==> src/rtl/wb_dbg_master.sv <==
// Wishbone pipelined debug master: UART byte commands become single bus accesses with a byte reply.
// Build option WB_DBG_AUTOINC_EN: post-increment stored address, plus 'w'/'r' commands on that address.
module wb_dbg_master #(
    parameter int WB_TIMEOUT = 256,
    parameter int RX_TIMEOUT = 1000000
) (
    input  logic        wb_clk_i,
    input  logic        wb_rst_i,
    input  logic [7:0]  rx_data_i,
    input  logic        rx_stb_i,
    output logic [7:0]  tx_data_o,
    output logic        tx_stb_o,
    input  logic        tx_busy_i,
    output logic        wbm_cyc_o,
    output logic        wbm_stb_o,
    output logic        wbm_we_o,
    output logic [31:0] wbm_adr_o,
    output logic [31:0] wbm_dat_o,
    output logic [3:0]  wbm_sel_o,
    input  logic [31:0] wbm_dat_i,
    input  logic        wbm_ack_i,
    input  logic        wbm_err_i,
    input  logic        wbm_stall_i,
    output logic        busy_o
);

    localparam int WB_CW = $clog2(WB_TIMEOUT + 1);
    localparam int RX_CW = $clog2(RX_TIMEOUT + 1);
    localparam logic [WB_CW-1:0] WB_LAST = WB_CW'(WB_TIMEOUT - 1);
    localparam logic [RX_CW-1:0] RX_LAST = RX_CW'(RX_TIMEOUT - 1);

    localparam logic [7:0] CMD_W  = 8'h57;
    localparam logic [7:0] CMD_R  = 8'h52;
    localparam logic [7:0] CMD_WI = 8'h77;
    localparam logic [7:0] CMD_RI = 8'h72;
    localparam logic [7:0] RSP_K  = 8'h4B;
    localparam logic [7:0] RSP_D  = 8'h44;
    localparam logic [7:0] RSP_E  = 8'h45;
    localparam logic [7:0] RSP_Q  = 8'h3F;

    typedef enum logic [2:0] {
        S_IDLE    = 3'd0,
        S_ADDR    = 3'd1,
        S_DATA    = 3'd2,
        S_WB_REQ  = 3'd3,
        S_WB_WAIT = 3'd4,
        S_RESP    = 3'd5
    } state_t;

    state_t            r_state;
    state_t            w_next_state;
    logic              r_cmd_we;
    logic [1:0]        r_byte_cnt;
    logic [31:0]       r_shift;
    logic [31:0]       r_adr;
    logic [31:0]       r_dat;
    logic              r_cyc;
    logic              r_stb;
    logic              r_we;
    logic [WB_CW-1:0]  r_wb_cnt;
    logic [RX_CW-1:0]  r_rx_cnt;
    logic [39:0]       r_resp;
    logic [2:0]        r_resp_len;
    logic [7:0]        r_tx_data;
    logic              r_tx_stb;
    logic              r_busy;

    logic              w_take;
    logic              w_unknown;
    logic              w_field_done;
    logic              w_bus_start;
    logic              w_bus_end;
    logic              w_bus_ok;
    logic              w_tx_fire;
    logic [31:0]       w_field;

    assign w_field = {r_shift[23:0], rx_data_i};

    // State register
    always_ff @(posedge wb_clk_i or posedge wb_rst_i) begin
        if (wb_rst_i) begin
            r_state <= S_IDLE;
        end else begin
            r_state <= w_next_state;
        end
    end

    // Next-state decode and per-cycle control strobes
    always_comb begin
        w_next_state = r_state;
        w_take       = 1'b0;
        w_unknown    = 1'b0;
        w_field_done = 1'b0;
        w_bus_start  = 1'b0;
        w_bus_end    = 1'b0;
        w_bus_ok     = 1'b0;
        w_tx_fire    = 1'b0;
        case (r_state)
            S_IDLE: begin
                if (rx_stb_i) begin
                    w_take = 1'b1;
                    case (rx_data_i)
                        CMD_W, CMD_R: w_next_state = S_ADDR;
`ifdef WB_DBG_AUTOINC_EN
                        CMD_WI:       w_next_state = S_DATA;
                        CMD_RI: begin
                            w_next_state = S_WB_REQ;
                            w_bus_start  = 1'b1;
                        end
`endif
                        default: begin
                            w_next_state = S_RESP;
                            w_unknown    = 1'b1;
                        end
                    endcase
                end else begin
                    w_next_state = S_IDLE;
                end
            end
            S_ADDR: begin
                if (rx_stb_i) begin
                    w_take = 1'b1;
                    if (r_byte_cnt == 2'd3) begin
                        w_field_done = 1'b1;
                        if (r_cmd_we) begin
                            w_next_state = S_DATA;
                        end else begin
                            w_next_state = S_WB_REQ;
                            w_bus_start  = 1'b1;
                        end
                    end else begin
                        w_next_state = S_ADDR;
                    end
                end else if (r_rx_cnt == RX_LAST) begin
                    w_next_state = S_IDLE;
                end else begin
                    w_next_state = S_ADDR;
                end
            end
            S_DATA: begin
                if (rx_stb_i) begin
                    w_take = 1'b1;
                    if (r_byte_cnt == 2'd3) begin
                        w_field_done = 1'b1;
                        w_next_state = S_WB_REQ;
                        w_bus_start  = 1'b1;
                    end else begin
                        w_next_state = S_DATA;
                    end
                end else if (r_rx_cnt == RX_LAST) begin
                    w_next_state = S_IDLE;
                end else begin
                    w_next_state = S_DATA;
                end
            end
            S_WB_REQ: begin
                // A response in the acceptance cycle completes the access outright
                if (!wbm_stall_i && (wbm_ack_i || wbm_err_i)) begin
                    w_bus_end    = 1'b1;
                    w_bus_ok     = wbm_ack_i && !wbm_err_i;
                    w_next_state = S_RESP;
                end else if (r_wb_cnt == WB_LAST) begin
                    w_bus_end    = 1'b1;
                    w_next_state = S_RESP;
                end else if (!wbm_stall_i) begin
                    w_next_state = S_WB_WAIT;
                end else begin
                    w_next_state = S_WB_REQ;
                end
            end
            S_WB_WAIT: begin
                if (wbm_ack_i || wbm_err_i) begin
                    w_bus_end    = 1'b1;
                    w_bus_ok     = wbm_ack_i && !wbm_err_i;
                    w_next_state = S_RESP;
                end else if (r_wb_cnt == WB_LAST) begin
                    w_bus_end    = 1'b1;
                    w_next_state = S_RESP;
                end else begin
                    w_next_state = S_WB_WAIT;
                end
            end
            S_RESP: begin
                // r_tx_stb blocks back-to-back pulses so the UART can raise busy
                if (!tx_busy_i && !r_tx_stb) begin
                    w_tx_fire = 1'b1;
                    if (r_resp_len == 3'd1) begin
                        w_next_state = S_IDLE;
                    end else begin
                        w_next_state = S_RESP;
                    end
                end else begin
                    w_next_state = S_RESP;
                end
            end
            default: begin
                w_next_state = S_IDLE;
            end
        endcase
    end

    // Command parser: byte counter, field shift register, inter-byte timeout
    always_ff @(posedge wb_clk_i or posedge wb_rst_i) begin
        if (wb_rst_i) begin
            r_cmd_we   <= 1'b0;
            r_byte_cnt <= 2'd0;
            r_shift    <= 32'h0000_0000;
            r_rx_cnt   <= {RX_CW{1'b0}};
        end else begin
            if (w_take) begin
                r_rx_cnt <= {RX_CW{1'b0}};
            end else if (r_state == S_ADDR || r_state == S_DATA) begin
                r_rx_cnt <= r_rx_cnt + RX_CW'(1);
            end else begin
                r_rx_cnt <= {RX_CW{1'b0}};
            end
            if (w_take && r_state == S_IDLE) begin
                r_cmd_we   <= (rx_data_i == CMD_W) || (rx_data_i == CMD_WI);
                r_byte_cnt <= 2'd0;
            end else if (w_take) begin
                r_shift    <= w_field;
                r_byte_cnt <= r_byte_cnt + 2'd1;
            end
        end
    end

    // Wishbone request side: address/data latches, cyc/stb/we, access timeout
    always_ff @(posedge wb_clk_i or posedge wb_rst_i) begin
        if (wb_rst_i) begin
            r_adr    <= 32'h0000_0000;
            r_dat    <= 32'h0000_0000;
            r_cyc    <= 1'b0;
            r_stb    <= 1'b0;
            r_we     <= 1'b0;
            r_wb_cnt <= {WB_CW{1'b0}};
        end else begin
            if (w_field_done && r_state == S_ADDR) begin
                r_adr <= w_field;
            end
`ifdef WB_DBG_AUTOINC_EN
            else if (w_bus_end && w_bus_ok) begin
                r_adr <= r_adr + 32'd4;
            end
`endif
            if (w_field_done && r_state == S_DATA) begin
                r_dat <= w_field;
            end
            if (w_bus_start) begin
                r_cyc    <= 1'b1;
                r_stb    <= 1'b1;
                r_we     <= r_cmd_we && (r_state != S_IDLE);
                r_wb_cnt <= {WB_CW{1'b0}};
            end else if (w_bus_end) begin
                r_cyc <= 1'b0;
                r_stb <= 1'b0;
                r_we  <= 1'b0;
            end else begin
                if (r_state == S_WB_REQ && !wbm_stall_i) begin
                    r_stb <= 1'b0;
                end
                r_wb_cnt <= r_wb_cnt + WB_CW'(1);
            end
        end
    end

    // Reply buffer and transmit strobe
    always_ff @(posedge wb_clk_i or posedge wb_rst_i) begin
        if (wb_rst_i) begin
            r_resp     <= 40'h00_0000_0000;
            r_resp_len <= 3'd0;
            r_tx_data  <= 8'h00;
            r_tx_stb   <= 1'b0;
            r_busy     <= 1'b0;
        end else begin
            r_tx_stb <= w_tx_fire;
            r_busy   <= (w_next_state != S_IDLE);
            if (w_unknown) begin
                r_resp     <= {RSP_Q, 32'h0000_0000};
                r_resp_len <= 3'd1;
            end else if (w_bus_end) begin
                if (!w_bus_ok) begin
                    r_resp     <= {RSP_E, 32'h0000_0000};
                    r_resp_len <= 3'd1;
                end else if (r_we) begin
                    r_resp     <= {RSP_K, 32'h0000_0000};
                    r_resp_len <= 3'd1;
                end else begin
                    r_resp     <= {RSP_D, wbm_dat_i};
                    r_resp_len <= 3'd5;
                end
            end else if (w_tx_fire) begin
                r_tx_data  <= r_resp[39:32];
                r_resp     <= {r_resp[31:0], 8'h00};
                r_resp_len <= r_resp_len - 3'd1;
            end
        end
    end

    assign tx_data_o = r_tx_data;
    assign tx_stb_o  = r_tx_stb;
    assign wbm_cyc_o = r_cyc;
    assign wbm_stb_o = r_stb;
    assign wbm_we_o  = r_we;
    assign wbm_adr_o = r_adr;
    assign wbm_dat_o = r_dat;
    assign wbm_sel_o = 4'hF;
    assign busy_o    = r_busy;

endmodule
==> config.mk <==
export PLATFORM = sky130hd
export DESIGN_NAME = wb_dbg_master
export DESIGN_NICKNAME = d
export VERILOG_FILES = /design/src/rtl/wb_dbg_master.sv
export SDC_FILE = /design/constraint.sdc
export NUM_CORES = 1
export LEC_CHECK = 0
export CAP_MARGIN = 20
export CORE_MARGIN = 5
export CORE_UTILIZATION = 57
export DETAILED_ROUTE_END_ITERATION = 8
export HOLD_SLACK_MARGIN = 0.1
export PLACE_DENSITY = 0.87
export SYNTH_ARGS = -nofsm -noshare
export SYNTH_HDL_FRONTEND = slang
export SYNTH_SLANG_ARGS = --single-unit
==> constraint.sdc <==
create_clock -name wb_clk_i -period 12.71 [get_ports wb_clk_i]
set_input_delay 1.9065 -clock wb_clk_i [delete_from_list [all_inputs] [get_ports wb_clk_i]]
set_output_delay 1.9065 -clock wb_clk_i [all_outputs]
set_load 0.005 [all_outputs]
# After elaboration in Yosys (flattened, before gate mapping)
# Cells that the tools add are included.
totals:
  regBits: 179
  input_bits: 47
  elab_cells: 123
classes:
  eq_ne: 13
  mux: 60
  n_bitwise: 3
  add_sub_neg: 4
  reduce_logical: 27
ops:
  columns: ["operator", "n"]
  rows:
  - ["$mux 40", 3]
  - ["$mux 36", 2]
  - ["$mux 3", 15]
  - ["$mux 20", 2]
  - ["$mux 1", 29]
  - ["$eq 8x7->1 const B", 3]
  - ["$add 20x1->20 const B", 1]
  - ["$eq 20x20->1 const B", 1]
  - ["$mux 9", 2]
  - ["$pmux 3 s6", 1]
  - ["$reduce_bool 3->1", 4]
  - ["$add 9x1->9 const B", 1]
  - ["$eq 9x8->1 const B", 1]
  - ["$logic_and 1x1->1", 8]
  - ["$eq 3x1->1 const B", 2]
  - ["$eq 3x2->1 const B", 2]
  - ["$eq 3x3->1 const B", 2]
  - ["$mux 2", 3]
  - ["$pmux 1 s2", 3]
  - ["$logic_not 1->1", 4]
  - ["$reduce_bool 2->1", 2]
  - ["$reduce_or 2->1", 2]
  - ["$logic_not 3->1", 1]
  - ["$logic_or 1x1->1", 3]
  - ["8 further kinds", 10]

# Longest topological paths before layout
# Gate-level depths: netlist of run 1.
depth:
  ltp_word: 7
  mapped_depth: 11
  ltp_nobuf: 9

# Worst setup path before layout of run 1
# OpenSTA, ideal clock, no wires.
synth_timing:
  path_type: "input -> register"
  from: "input port wbm_err_i"
  to: "register r_busy (netlist: busy_o)"
  path_stages: 5
  path_slack_ns: 9.386
  arrival_time_ns: 3.193
  t_required_ns: 12.579
  path_cell_list: "or3_1 -> nor2_1 -> o221ai_1 -> or3b_1 -> or3_1"
synth_via:
  elab_chain_cells: 5
  word_cells_on_any_way: 6
synth_lines:
  columns: ["element", "line", "source"]
  rows:
  - ["start: declaration", "22", "input logic wbm_err_i,"]
  - ["$logic_or 1x1->1 *", "158, 172", null]
  - ["$logic_and 1x1->1", "158", "if (!wbm_stall_i && (wbm_ack_i || wbm_err_i)) begin"]
  - ["$mux 3", "158", null]
  - ["$pmux 3 s6 *", "98", "case (r_state)"]
  - ["via w_next_state[0]", "51", "state_t w_next_state;"]
  - ["$reduce_bool 3->1 *", "276", "r_busy <= (w_next_state != S_IDLE);"]
  - ["end signal: assignment", "276", null]
  - ["end: declaration", "66", "logic r_busy;"]
# Mark *: on every way through the listed nets, which the timed path passes. The rest lies on a longest branch.
# A chain may end at the register's enable or synchronous reset.

# Final worst setup path of run 1
layout_timing:
  from: "input port rx_stb_i"
  to: "register r_wb_cnt[0]"
layout_via:
  elab_chain_cells: 3
  word_cells_on_any_way: 5
layout_lines:
  columns: ["element", "line", "source"]
  rows:
  - ["start: declaration", "10", "input logic rx_stb_i,"]
  - ["$mux 1, on equally long branches", "141, 121", null]
  - ["$pmux 1 s2 *", "98", null]
  - ["$ne 2x2->1 (no line) / $mux 9 (equally long branches)", null, null]
  - ["end signal: assignment", "235", "r_wb_cnt <= {WB_CW{1'b0}};"]
  - ["end signal: assignment", "252", "r_wb_cnt <= {WB_CW{1'b0}};"]
  - ["end signal: assignment", "261", "r_wb_cnt <= r_wb_cnt + WB_CW'(1);"]
  - ["end: declaration", "60", "logic [WB_CW-1:0] r_wb_cnt;"]
# Mark *: on every way between the ends. The rest lies on a longest branch, timed or not.

==> results of run 1 <==
[report_power, final]
| group | switching (mW) | total [mW] | internal [mW] | leakage, nW |
|---|---|---|---|---|
| clock | 0.238 | 0.524 | 0.286 | 0.298 |
| sequential | 0.164 | 0.942 | 0.778 | 2.31 |
| combinational | 0.339 | 0.758 | 0.419 | 1.66 |
[per-layer routing]
layer,track usage,share of wire
met5,0,0
met4,0.0700,0.015
met3,0.0787,0.078
met2,0.373,0.49
met1,0.296,0.42
[how the worst max path moves through the flow]
stage                     cells past startpoint  slack (ns)          from                       to
after floorplan                               1        5.94      wb_rst_i         busy_o$_DFF_PP0_
after detailed placement                      6        8.02  rx_data_i[3]   r_resp[31]$_DFFE_PP0P_
after global routing                          6        8.56      rx_stb_i  r_wb_cnt[8]$_DFFE_PP0P_
after global placement                        6        8.17  rx_data_i[3]   r_resp[19]$_DFFE_PP0P_
final                                         6        8.72      rx_stb_i  r_wb_cnt[0]$_DFFE_PP0P_
after CTS                                     6        8.46  rx_data_i[3]    r_resp[8]$_DFFE_PP0P_
[cell usage after synthesis, types with 5 or more instances]
| cell type | instances |
|---|---|
| a2bb2oi_1 | 13 |
| xnor2_1 | 12 |
| clkbuf_1 | 7 |
| mux2_2 | 58 |
| buf_4 | 5 |
| a22o_1 | 9 |
| a2bb2oi_2 | 10 |
| nand4_1 | 6 |
| xor2_1 | 13 |
| dfrtp_1 | 179 |
| and3_1 | 5 |
| inv_1 | 11 |
| nand2_1 | 72 |
| mux2i_1 | 5 |
| o21ai_0 | 36 |
| buf_6 | 5 |
| mux2_1 | 30 |
| or3_1 | 5 |
| buf_2 | 16 |
| nor4b_1 | 5 |
| a21oi_1 | 5 |
| nand3_1 | 19 |
| nor2_1 | 31 |
| ha_1 | 6 |
[sequential cells by signal, indices dropped and copies added (netlist names), 8 cells and up]
name       count
r_resp        40
r_rx_cnt      20
r_shift       24
r_wb_cnt       9
tx_data_o      8
wbm_adr_o     32
wbm_dat_o     32
[critical path, stage by stage]
cell,delay [ns]
clkdlybuf4s50_1,0.57
nor3b_1,0.33
nand3_2,0.78
o21ai_2,0.45
nor3_1,0.09
a21o_1,0.17
[cell families after synthesis]
group	after synthesis	synth area share
adders and majority gates	6	0.00979
other	1	0.000489
AOI/OAI and AO/OA	97	0.0981
muxes	93	0.136
xor gates and xnor gates	25	0.0286
and+or+nand+nor	172	0.110
DFF	179	0.584
buffers and inverters	46	0.0325
[cell type report]
type | count | share of cell area
clock buffer | 18 | 0.0455
inverter | 13 | 0.00558
timing repair buffer | 130 | 0.138
sequential | 179 | 0.465
multi-input combinational | 397 | 0.306
clock inverter | 14 | 0.0171
tap | 176 | 0.0228
==> impl_metrics.env, run 1 <==
export IMPL_dpl_hpwl_mm=11.8
export IMPL_antenna_found_initial=0
export IMPL_port_buffers=123
export IMPL_clk_path_buf_depth=2
export IMPL_status="finished clean"
export IMPL_ant_nets=0
export IMPL_synth_cell_types=60
export IMPL_die_h_um=126
export IMPL_synthArstFlopShare=1.00
export IMPL_clock_sinks=179
export IMPL_ys_seq_area_frac=0.584
export IMPL_root_buffer="clkbuf_16"
export IMPL_dp_cells=892
export IMPL_grt_max_degree=115
export IMPL_drive_gt1_frac=0.164
export IMPL_netlist_area_um2=7660
export IMPL_fin_ws_ns=8.72
export IMPL_period_share=0.314
export IMPL_clkLatencyLatePin_ns=0.43
export IMPL_power_density_nw_per_um2=231
export IMPL_synth_top_area_frac=0.584
export IMPL_cts_tree="done"
export IMPL_final_seq_area_um2=4480
export IMPL_first_pass_iters=5
export IMPL_rr_startpoint="r_wb_cnt[0]$_DFFE_PP0P_"
export IMPL_vias=5334
export IMPL_ctsHoldBuffers=0
export IMPL_fp_row_count=42
export IMPL_syn_avg_cell_area_um2=12.4
export IMPL_r2r_cells=9
export IMPL_required_ns=13.03
export IMPL_fill_cells=827
export IMPL_crit_fanout=34
export IMPL_synth_area_leaders="dfrtp_1, mux2_2, mux2_1"
export IMPL_worstSetupPathType="in2reg"
export IMPL_synthToLayoutAreaGrowth_pct=25.8
export IMPL_cap_violations=0
export IMPL_worst_r2r_endpoint="r_resp[26]$_DFFE_PP0P_"
export IMPL_synth_edf_count=0
export IMPL_yosys_warnings=0
export IMPL_fin_crit_ns=3.99
export IMPL_routed_wl_mm=17.8
export IMPL_cts_max_level=4
export IMPL_min_path_cells=2
export IMPL_setup_viol=0
export IMPL_rsz0062_at_grt="false"
export IMPL_fp_dieW_um=126
export IMPL_start_util=0.581
export IMPL_postSynthCellCount=619
export IMPL_cp_arrival_ns=4.31
export IMPL_irDropWorstVdd_v=0.000122
export IMPL_cts_buffers=17
export IMPL_pin_count=128
export IMPL_relSlewSlack=0.354
export IMPL_vias_per_cell=5.75
export IMPL_fmax_ghz=0.250
export IMPL_diodes=0
export IMPL_final_common_cell="dfrtp_1"
export IMPL_drtIter0Drc=331
export IMPL_grt_total_usage=0.230
export IMPL_grt_pass1_vias=5574
export IMPL_design_area_um2=9640
export IMPL_fin_util=0.731
export IMPL_hold_violations=0
export IMPL_synth_seq_cells=179
export IMPL_hp_class="reg2reg"
export IMPL_grt_ovfl_total=0
export IMPL_coreArea_um2=13200
export IMPL_rrSetupSlack_ns=9.68
export IMPL_ys_flop_type="dfrtp_1"
export IMPL_hp_start="tx_data_o[1]$_DFFE_PP0P_"
export IMPL_multiInputGateArea_um2=2950
export IMPL_cts_setup_buffers=0
export IMPL_dieArea_um2=15900
export IMPL_finalMaxSlewViolations=0
export IMPL_cp_end_kind="flop"
export IMPL_yosysTopAreaCell="dfrtp_1"
export IMPL_place_ws_ns=8.02
export IMPL_holdPathEnd="tx_data_o[1]$_DFFE_PP0P_"
export IMPL_critPathLaunchType="primary input"
export IMPL_wl_per_cell_um=19.2
export IMPL_finClkSkew_ns=0.0142
export IMPL_power_leakage_nw=4.27
export IMPL_drcViolationCount=0
export IMPL_nets=791
export IMPL_post_cts_resized=0
export IMPL_total_power_mw=2.22
export IMPL_tightest_slew_ns=0.956
export IMPL_finalNonFillerCells=927
export IMPL_holdWs_ns=0.473
export IMPL_grt_pass1_wl_mm=29.3
export IMPL_tns_ns=0
export IMPL_placed_cell_area_um2=8970
export IMPL_final_cell_mix="dfrtp_1, clkdlybuf4s50_1, nand2_1, mux2_2, o21ai_0"
export IMPL_place_congestion=0.860
export IMPL_clk_pin_slew_ns=0.07
(Power assumes the default switching activity.)
==> run 2: changes to the inputs <==
--- a/config.mk
+++ b/config.mk
@@ -7,10 +7,10 @@
 export LEC_CHECK = 0
 export CAP_MARGIN = 20
 export CORE_MARGIN = 5
-export CORE_UTILIZATION = 57
+export CORE_UTILIZATION = 53
 export DETAILED_ROUTE_END_ITERATION = 8
 export HOLD_SLACK_MARGIN = 0.1
-export PLACE_DENSITY = 0.87
+export PLACE_DENSITY = 0.82
 export SYNTH_ARGS = -nofsm -noshare
 export SYNTH_HDL_FRONTEND = slang
 export SYNTH_SLANG_ARGS = --single-unit
==> constraint.sdc (replaced) <==
create_clock -name wb_clk_i -period 4.15 [get_ports wb_clk_i]
set_input_delay 0.6225 -clock wb_clk_i [delete_from_list [all_inputs] [get_ports wb_clk_i]]
set_output_delay 0.6225 -clock wb_clk_i [all_outputs]
set_load 0.005 [all_outputs]
==> impl_metrics.env, run 2 (synthesis results as in run 1) <==
export IMPL_status="finished clean"
export IMPL_clkLatencyLatePin_ns=0.43
export IMPL_die_h_um=130
export IMPL_grt_ovfl_total=0
export IMPL_required_ns=4.51
export IMPL_ctsHoldBuffers=0
export IMPL_diodes=0
export IMPL_post_cts_resized=0
export IMPL_fin_crit_ns=3.00
export IMPL_vias_per_cell=5.59
export IMPL_port_buffers=123
export IMPL_coreArea_um2=14400
export IMPL_nets=791
export IMPL_clock_sinks=179
export IMPL_period_share=0.722
export IMPL_place_congestion=0.805
export IMPL_place_ws_ns=1.09
export IMPL_cts_buffers=17
export IMPL_root_buffer="clkbuf_16"
export IMPL_setup_viol=0
export IMPL_cp_end_kind="flop"
export IMPL_start_util=0.533
export IMPL_cts_max_level=4
export IMPL_cts_tree="done"
export IMPL_clk_pin_slew_ns=0.07
export IMPL_pin_count=128
export IMPL_ant_nets=0
export IMPL_first_pass_iters=5
export IMPL_largest_reg_flops=40
export IMPL_grt_total_usage=0.207
export IMPL_worstSetupPathType="reg2reg"
export IMPL_antenna_found_initial=0
export IMPL_power_density_nw_per_um2=694
export IMPL_relSlewSlack=0.287
export IMPL_routed_wl_mm=17.0
export IMPL_crit_fanout=13
export IMPL_final_common_cell="dfrtp_1"
export IMPL_power_leakage_nw=4.22
export IMPL_hp_class="reg2reg"
export IMPL_fp_row_count=44
export IMPL_cap_violations=0
export IMPL_fmax_ghz=0.334
export IMPL_finalMaxSlewViolations=0
export IMPL_drcViolationCount=0
export IMPL_grt_max_degree=180
export IMPL_irDropWorstVdd_v=0.000355
export IMPL_synthToLayoutAreaGrowth_pct=25.1
export IMPL_drtIter0Drc=346
export IMPL_finClkSkew_ns=0.0101
export IMPL_wl_per_cell_um=18.1
export IMPL_fin_ws_ns=1.15
export IMPL_rsz0062_at_grt="false"
export IMPL_top_register="r_resp"
export IMPL_grt_pass1_wl_mm=27.5
export IMPL_grt_pass1_vias=5508
export IMPL_fp_dieW_um=130
export IMPL_clk_path_buf_depth=2
export IMPL_drive_gt1_frac=0.164
export IMPL_cp_arrival_ns=3.36
export IMPL_hold_violations=0
export IMPL_tightest_slew_ns=1.07
export IMPL_tns_ns=0
export IMPL_final_cell_mix="dfrtp_1, clkdlybuf4s50_1, nand2_1, mux2_2, o21ai_0"
export IMPL_vias=5225
export IMPL_cts_setup_buffers=0
export IMPL_dpl_hpwl_mm=11.4
export IMPL_critPathLaunchType="flop"
export IMPL_dieArea_um2=17000
run 2: cell count changes in the layout (fill, tap and decap cells not counted), sizes merged:
cell | previous run | this run
bufinv | 1 | 0
clkbuf | 18 | 19
clkinv | 7 | 4
clkinvlp | 0 | 5
inv | 19 | 17
run 2: critical path: stages (launching register included):
cell and delay [ns]:
dfrtp_1 0.41, ha_1 0.25, nand3_1 0.13, nor2_1 0.06, ha_1 0.21, or3_1 0.37, a21boi_2 0.23, and2_1 0.31
nor3_2 0.66, a22o_1 0.28
run 2: path summary, 6_finish.rpt:
check                                   startpoint                        end  slack [ns]  depth (start not counted)
max                        r_wb_cnt[0]$_DFFE_PP0P_      r_resp[6]$_DFFE_PP0P_        1.15                          9
min                         r_resp[33]$_DFFE_PP0P_   tx_data_o[1]$_DFFE_PP0P_        0.47                          2
max reg2reg                r_wb_cnt[0]$_DFFE_PP0P_      r_resp[6]$_DFFE_PP0P_        1.15                          9
min reg2reg                 r_resp[33]$_DFFE_PP0P_   tx_data_o[1]$_DFFE_PP0P_        0.47                          2
max in group asynchronous                 wb_rst_i  wbm_adr_o[28]$_DFFE_PP0P_        2.62                          3
min in group asynchronous                 wb_rst_i   wbm_adr_o[1]$_DFFE_PP0P_        0.78                          3
run 2: layer usage:
metal / up-vias / share of wire / GRT usage / wire length (µm)
met5: - / 0 / 0 / 0
met1: 2647 / 0.42 / 0.259 / 7050
met3: 22 / 0.093 / 0.0880 / 1590
met4: 0 / 0.015 / 0.0666 / 260
met2: 148 / 0.48 / 0.326 / 8070
li1: 2408 / - / - / -
run 2: power by group:
group	internal [mW]	switching, mW	total [mW]
Sequential	2.38	0.460	2.84
Combinational	1.27	1.01	2.27
Clock	0.818	0.714	1.53
Total	4.47	2.18	6.65
run 2: stage by stage:
step | area, µm² | power, mW | instances | util | hold WS, ns
final | 9590 | 6.65 | 935 | 0.667 | 0.469
after global routing | 9590 | 7.05 | 935 | 0.667 | 0.497
after CTS | 9590 | 6.71 | 935 | 0.667 | 0.470
after detailed placement | 9010 | 5.14 | 903 | 0.627 | 0.450
after global placement | 9010 | 5.01 | 903 | 0.627 | 0.449
after floorplan | 7680 | 4.23 | 622 | - | 0.438
run 2: final cells by class:
cell class | instances | area (µm²)
Fill cell | 1024 | 4780
Sequential cell | 179 | 4480
Multi-Input combinational cell | 397 | 2950
Timing Repair Buffer | 130 | 1300
Clock buffer | 19 | 453
Tap cell | 184 | 230
Clock inverter | 13 | 121
Inverter | 13 | 52.6
